## config.mk

```make
export PLATFORM = sky130hd
export DESIGN_NAME = msdf_online_adder_mc
export DESIGN_NICKNAME = d
export VERILOG_FILES = /design/src/rtl/msdf_pkg.sv /design/src/rtl/msdf_r2_lane.sv /design/src/rtl/msdf_online_adder_mc.sv
export SDC_FILE = /design/constraint.sdc
export NUM_CORES = 1
export LEC_CHECK = 0
export ABC_AREA = 1
export CORE_AREA = 2 2 74 48
export CTS_CLUSTER_SIZE = 30
export DETAILED_ROUTE_END_ITERATION = 8
export DIE_AREA = 0 0 76 50
export PLACE_DENSITY_LB_ADDON = 0.1
export SLEW_MARGIN = 20
export SYNTH_ARGS = -nofsm -noshare
export SYNTH_HDL_FRONTEND = slang
export SYNTH_SLANG_ARGS = --single-unit
```

## constraint.sdc

```tcl
create_clock -name clk -period 3.29 [get_ports clk]
set_input_delay 0.658 -clock clk [delete_from_list [all_inputs] [get_ports clk]]
set_output_delay 0.658 -clock clk [all_outputs]
set_load 0.01 [all_outputs]
```

## src/rtl/msdf_pkg.sv

```systemverilog
`timescale 1ns/1ps
`default_nettype none
// ============================================================================
// Module      : msdf_pkg
// Description : Radix-2 signed-digit codes, FSM encoding and digit helpers
//               shared by the MSDF online adder.
// Revision    : 1.0 - initial release
// ============================================================================
package msdf_pkg;

    localparam logic [1:0] R2_ZERO    = 2'b00;
    localparam logic [1:0] R2_POS_ONE = 2'b01;
    localparam logic [1:0] R2_NEG_ONE = 2'b11;

    localparam logic [1:0] c_ST_IDLE  = 2'd0;
    localparam logic [1:0] c_ST_FILL  = 2'd1;
    localparam logic [1:0] c_ST_RUN   = 2'd2;
    localparam logic [1:0] c_ST_FLUSH = 2'd3;

    function automatic logic [1:0] r2_negate(input logic [1:0] d);
        case (d)
            R2_POS_ONE: r2_negate = R2_NEG_ONE;
            R2_NEG_ONE: r2_negate = R2_POS_ONE;
            default:    r2_negate = R2_ZERO;
        endcase
    endfunction

    // The illegal code 2'b10 decodes to zero.
    function automatic logic signed [2:0] r2_decode(input logic [1:0] d);
        case (d)
            R2_POS_ONE: r2_decode = 3'sd1;
            R2_NEG_ONE: r2_decode = -3'sd1;
            default:    r2_decode = 3'sd0;
        endcase
    endfunction

    function automatic logic [1:0] r2_encode(input logic signed [2:0] v);
        case (v)
            3'b001:  r2_encode = R2_POS_ONE;
            3'b111:  r2_encode = R2_NEG_ONE;
            default: r2_encode = R2_ZERO;
        endcase
    endfunction

endpackage
`default_nettype wire

```

## src/rtl/msdf_r2_lane.sv

```systemverilog
`timescale 1ns/1ps
`default_nettype none
// ============================================================================
// Module      : msdf_r2_lane
// Description : One radix-2 MSDF online adder lane with one-digit lookahead.
// Revision    : 1.0 - initial release
// ============================================================================
module msdf_r2_lane
    import msdf_pkg::*;
(
    input  logic       clk,
    input  logic       rst,
    input  logic       i_shift,
    input  logic       i_clear,
    input  logic       i_flush,
    input  logic [1:0] i_x,
    input  logic [1:0] i_y,
    output logic [1:0] o_z
);

    logic signed [2:0] r_s;
    logic signed [2:0] r_w;
    logic [1:0]        r_z;

    logic signed [2:0] w_s;
    logic signed [2:0] w_sp;
    logic signed [2:0] w_wp;
    logic signed [2:0] w_t;
    logic signed [2:0] w_wn;
    logic signed [2:0] w_z;

    always_comb begin
        w_s  = i_flush ? 3'sd0 : (r2_decode(i_x) + r2_decode(i_y));
        // A new word starts from empty history: no previous sum, no residual.
        w_sp = i_clear ? 3'sd0 : r_s;
        w_wp = i_clear ? 3'sd0 : r_w;
        w_t  = 3'sd0;
        w_wn = 3'sd0;
        case (w_sp)
            3'b010: w_t = 3'sd1;
            3'b110: w_t = -3'sd1;
            3'b001: begin
                if (w_s >= 3'sd1) begin
                    w_t  = 3'sd1;
                    w_wn = -3'sd1;
                end else begin
                    w_wn = 3'sd1;
                end
            end
            3'b111: begin
                if (w_s <= -3'sd1) begin
                    w_t  = -3'sd1;
                    w_wn = 3'sd1;
                end else begin
                    w_wn = -3'sd1;
                end
            end
            default: ;
        endcase
        w_z = w_wp + w_t;
    end

    always_ff @(posedge clk) begin
        if (rst) begin
            r_s <= 3'sd0;
            r_w <= 3'sd0;
            r_z <= R2_ZERO;
        end else if (i_shift) begin
            r_s <= w_s;
            r_w <= w_wn;
            r_z <= r2_encode(w_z);
        end
    end

    assign o_z = r_z;

endmodule
`default_nettype wire

```

## src/rtl/msdf_online_adder_mc.sv

```systemverilog
`timescale 1ns/1ps
`default_nettype none
// ============================================================================
// Module      : msdf_online_adder_mc
// Description : C-lane radix-2 MSDF online adder, N digits per word, online
//               delay 2. Define MSDF_SUB_EN to add the per-word sub_i input.
// Revision    : 1.0 - initial release
// ============================================================================
module msdf_online_adder_mc
    import msdf_pkg::*;
#(
    parameter int N = 8,
    parameter int C = 1
) (
    input  logic           clk,
    input  logic           rst,
    input  logic           in_valid,
    input  logic           in_start,
    output logic           in_ready,
    input  logic [2*C-1:0] x_i,
    input  logic [2*C-1:0] y_i,
`ifdef MSDF_SUB_EN
    input  logic           sub_i,
`endif
    output logic           out_valid,
    output logic           out_first,
    output logic           out_last,
    output logic [2*C-1:0] z_o
);

    localparam int              c_CW   = $clog2(N + 1);
    localparam logic [c_CW-1:0] c_LAST = c_CW'(N);
    localparam logic [c_CW-1:0] c_ONE  = c_CW'(1);

    logic [1:0]      r_state;
    logic [c_CW-1:0] r_cnt;
    logic            r_flush_ph;

    logic            w_accept;
    logic            w_restart;
    logic            w_shift;
    logic            w_flush;
    logic            w_neg;
    logic [c_CW-1:0] w_next_cnt;

    assign in_ready   = (r_state != c_ST_FLUSH);
    assign w_accept   = in_valid && in_ready;
    assign w_restart  = w_accept && in_start;
    assign w_flush    = (r_state == c_ST_FLUSH);
    // Slices without in_start are dropped while idle.
    assign w_shift    = (w_accept && (r_state != c_ST_IDLE || in_start)) || w_flush;
    assign w_next_cnt = r_cnt + c_ONE;

`ifdef MSDF_SUB_EN
    logic r_sub;
    assign w_neg = in_start ? sub_i : r_sub;
    always_ff @(posedge clk) begin
        if (rst)
            r_sub <= 1'b0;
        else if (w_restart)
            r_sub <= sub_i;
    end
`else
    assign w_neg = 1'b0;
`endif

    always_ff @(posedge clk) begin
        if (rst) begin
            r_state    <= c_ST_IDLE;
            r_cnt      <= '0;
            r_flush_ph <= 1'b0;
            out_valid  <= 1'b0;
            out_first  <= 1'b0;
            out_last   <= 1'b0;
        end else begin
            out_valid <= 1'b0;
            out_first <= 1'b0;
            out_last  <= 1'b0;
            case (r_state)
                c_ST_FLUSH: begin
                    out_valid <= 1'b1;
                    if (r_flush_ph) begin
                        out_last <= 1'b1;
                        r_state  <= c_ST_IDLE;
                    end else begin
                        r_flush_ph <= 1'b1;
                    end
                end
                default: begin
                    // A start in FILL/RUN abandons the word in flight.
                    if (w_restart) begin
                        r_cnt   <= c_ONE;
                        r_state <= c_ST_FILL;
                    end else if (w_accept && r_state != c_ST_IDLE) begin
                        out_valid  <= 1'b1;
                        out_first  <= (r_state == c_ST_FILL);
                        r_cnt      <= w_next_cnt;
                        r_flush_ph <= 1'b0;
                        r_state    <= (w_next_cnt == c_LAST) ? c_ST_FLUSH : c_ST_RUN;
                    end
                end
            endcase
        end
    end

    for (genvar k = 0; k < C; k++) begin : g_lane
        logic [1:0] w_y_eff;
        assign w_y_eff = w_neg ? r2_negate(y_i[2*k+:2]) : y_i[2*k+:2];

        msdf_r2_lane u_lane (
            .clk     (clk),
            .rst     (rst),
            .i_shift (w_shift),
            .i_clear (w_restart),
            .i_flush (w_flush),
            .i_x     (x_i[2*k+:2]),
            .i_y     (w_y_eff),
            .o_z     (z_o[2*k+:2])
        );
    end

endmodule
`default_nettype wire

```

==> impl_results.md <==
* TNS Setup at 0 ps
* LEAKAGE at between 0.0005 and 0.0006 µW
* Leading cell type in the layout, fill and taps excluded: nand2_1
* CP cell instances: clkdlybuf4s50_1, ha_1, fa_1, nor2_1, nor2_1, nand3_1, nand2_1, ha_1, fa_1, nand2_1, nor2_1, o21ai_1, a21oi_2
* Actual slew at the worst max-slew pin at roughly 290 ps
* Post-Synth Simple-Gate Area at about a third
* Post-cts resize count at 0
* Top post-synthesis cells by area: dfxtp_1 (35%), nand2_1 (11%), fa_1 (6.2%)
* Pins Over Slew Limit at 0
* Most frequent cells in the layout: nand2_1 (28), dfxtp_1 (17), nor2_1 (13), clkdlybuf4s50_1 (13), inv_1 (12)
* Post-synthesis mux area share at 0%
* Hold Slack at between 400 and 500 ps
* Share of layout cells above drive strength 1 at between 10% and 20%
* Worst-path fanout max at 2
* ANT cells at 0
* Fill cell count at 312
* CTS tree: built
* Die Ht at 50 µm
* Vias at 828
* CP max-delay cell: fa_1
* Die W at 76 µm
* DRT Pass-1 Iters at 4
* # Max-Cap Violations at 0
* Fraction of registers with async set/reset at 0%
* CP required at ~3500 ps
* Postcts setup bufs at 0
* Cell area power density at 372 nW/µm²
* Total power at 446 µW
* Crit-path max cell delay at 500 ps
* Global Route Usage Sum at 11.7%
* Post-Synth Adder-Cell Area at 10.1%
* Count of distinct cell types in the synthesized netlist at 26
* Sequential area share after synthesis at around 35%
* Final setup fails at 0
* Hold-fix buffers at CTS at 0
* Reg2Reg Setup Slack at 1140 ps
* Core ar. at 3100 µm²
* Outcome: completed
* Largest net degree at the start of global routing at 13
* Area share of the largest cell type after synthesis at 35.4%
* Non-Filler Instances at 183
* DRT iter0 DRCs at 35
* Total grt overflow at 0
* Clk buf depth at 2
* Worst Hold Class: register to register
* Main synth FF type: dfxtp_1
* Flops & latches, synth at 17
* Number of routed nets with antenna violations at 0
* Root buf cell: clkbuf_8
* Initial antenna violation count at 0
* Dpl cells at 179
* First-pass GRT wire length at ~3500 µm
* Main combinational cell family by area after synthesis: simple AND/OR/NAND/NOR gates
* Clock insertion delay at the later pin of the skew report at around 250 ps
* Cell Area, Placed at 1150 µm²
* Max Freq at 336 MHz
* Critical path type: primary input to register
* Routed WL at 1990 µm
* I/O pin count at 14
* RSZ-0062 raised after global routing: no
* Fin crit share at 90.5%
* Worst-path clk slew at 70 ps
* Psw at 119 µW
* DP HPWL at 1530 µm
* CP Data Arrival Time at 3170 ps
* Clock sinks at 17
* Area growth from synthesis to layout at 24.4%
* Final instance area at 1200 µm²
* Vias in the first global route at 779
* Post-Synth XOR/XNOR Area at 0%
* CTS buffer count at 3
* Syn Nets at 136
* Compound-Gate Fraction of Synth Area at roughly 14%
* Clk pwr share at 36.1%
* Port Buffer Count at 13
* Relative max-transition margin at 80.3%
* Clk_skew at 5.97 ps
* Cell mode on critical path: nor2_1
* Largest area contributor in the netlist: dfxtp_1
* Cell Rows at 16
* Worst setup SP type: primary input
* Syn avg cell area at between 7 and 8 µm²
* VDD IR max at 0.162 mV
* Sw Share at 26.7%
* H-tree Lvls at 1
* DR DRC count at 0
* DIE AREA at 3800 µm²
* Starting Density at around 31%
* Gate power share at 14.9%
* DR vias/cell at ~4.5
* Crit path time final at 2980 ps
* Gpl congestion at 0.764
* Mapped cell area at between 900 and 1000 µm²
* Final Hold Vio Count at 0
* Cells after Synth at 122
* Sequential share of power at approximately 49%
* Drt wl/cell at 10.9 µm
* Critical Path End Type: register
* EDFF count, synth at 0
* Synth Warn # at 0
* Cell Int Power at 327 µW
* Nets@finish at 153
-- flip-flops by register name (all words and copies together) (netlist names) --
signal and count:
g_lane.u_lane.o_z 2, r_state 2, g_lane.u_lane.r_w 2, out_valid 1
r_cnt 4, g_lane.u_lane.r_s 3, out_last 1, out_first 1
r_flush_ph 1
-- final timing paths --
kind                                         startpoint                       to  depth (start not counted)
worst min register to register  g_lane[0].u_lane.o_z[0]  g_lane[0].u_lane.o_z[0]                          2
worst max register to register               r_state[1]  g_lane[0].u_lane.o_z[0]                         11
worst min-delay path            g_lane[0].u_lane.o_z[0]  g_lane[0].u_lane.o_z[0]                          2
worst max-delay path                             y_i[0]  g_lane[0].u_lane.o_z[0]                         13
-- metal layers --
layer	part of all wire, %	global-route usage [%]
met1	51	15.8
met5	0	0
met2	41	17.3
met3	5.6	4.40
met4	1.8	3.64
-- cells by family (layout without fill, tap and decap cells) --
| kind of cell | Yosys count | count (layout) |
|---|---|---|
| AND/OR/NAND/NOR | 63 | 63 |
| AO/OA/AOI/OAI | 20 | 20 |
| flip-flops | 17 | 17 |
| buffers and inverters | 16 | 32 |
| adder cells (fa/ha/maj) | 6 | 6 |
-- through the flow --
| step | util (%) | setup WS, ps |
|---|---|---|
| 2_1_floorplan | - | 540 |
| 3_5_place_dp | 37.1 | 58.0 |
| 3_3_place_gp | 37.1 | 72.0 |
| 4_1_cts | 38.6 | 319 |
| 5_1_grt | 38.6 | 98.0 |
| 6_report | 38.6 | 314 |
-- final cells by class --
type	count	area (µm²)	share of cell area, %
inverters	13	48.8	4.08
flip-flops and latches	17	340	28.4
well taps	45	56.3	4.70
repair buffers	15	145	12.1
multi-input cells	89	562	46.9
clock buffers	4	45.0	3.76
-- power groups by stage --
stage	registers, µW	logic [µW]	clock network (µW)
3_5_place_dp	223	66.2	0
3_3_place_gp	223	66.7	0
2_1_floorplan	223	42.5	0
5_1_grt	219	76.0	172
6_report	219	66.3	161
4_1_cts	219	66.6	164
-- critical path: cells and delay by family --
kind	cells	cell delay, ps
adder cells (fa/ha/maj)	4	1400
AND/OR/NAND/NOR	6	500
buffers and inverters	1	420
AO/OA/AOI/OAI	2	210
-- Yosys cell counts (2+ instances only) --
| cell type | number |
|---|---|
| a21oi_1 | 7 |
| a21oi_2 | 4 |
| clkbuf_1 | 3 |
| dfxtp_1 | 17 |
| fa_1 | 3 |
| ha_1 | 3 |
| inv_1 | 12 |
| nand2_1 | 28 |
| nand2_2 | 2 |
| nand2_4 | 2 |
| nand3_1 | 8 |
| nand3_2 | 2 |
| nor2_1 | 13 |
| nor2_4 | 2 |
| nor3_1 | 2 |
| o21ai_0 | 3 |
| o21ai_1 | 2 |
Note: power is estimated with default switching activity, not from simulation.
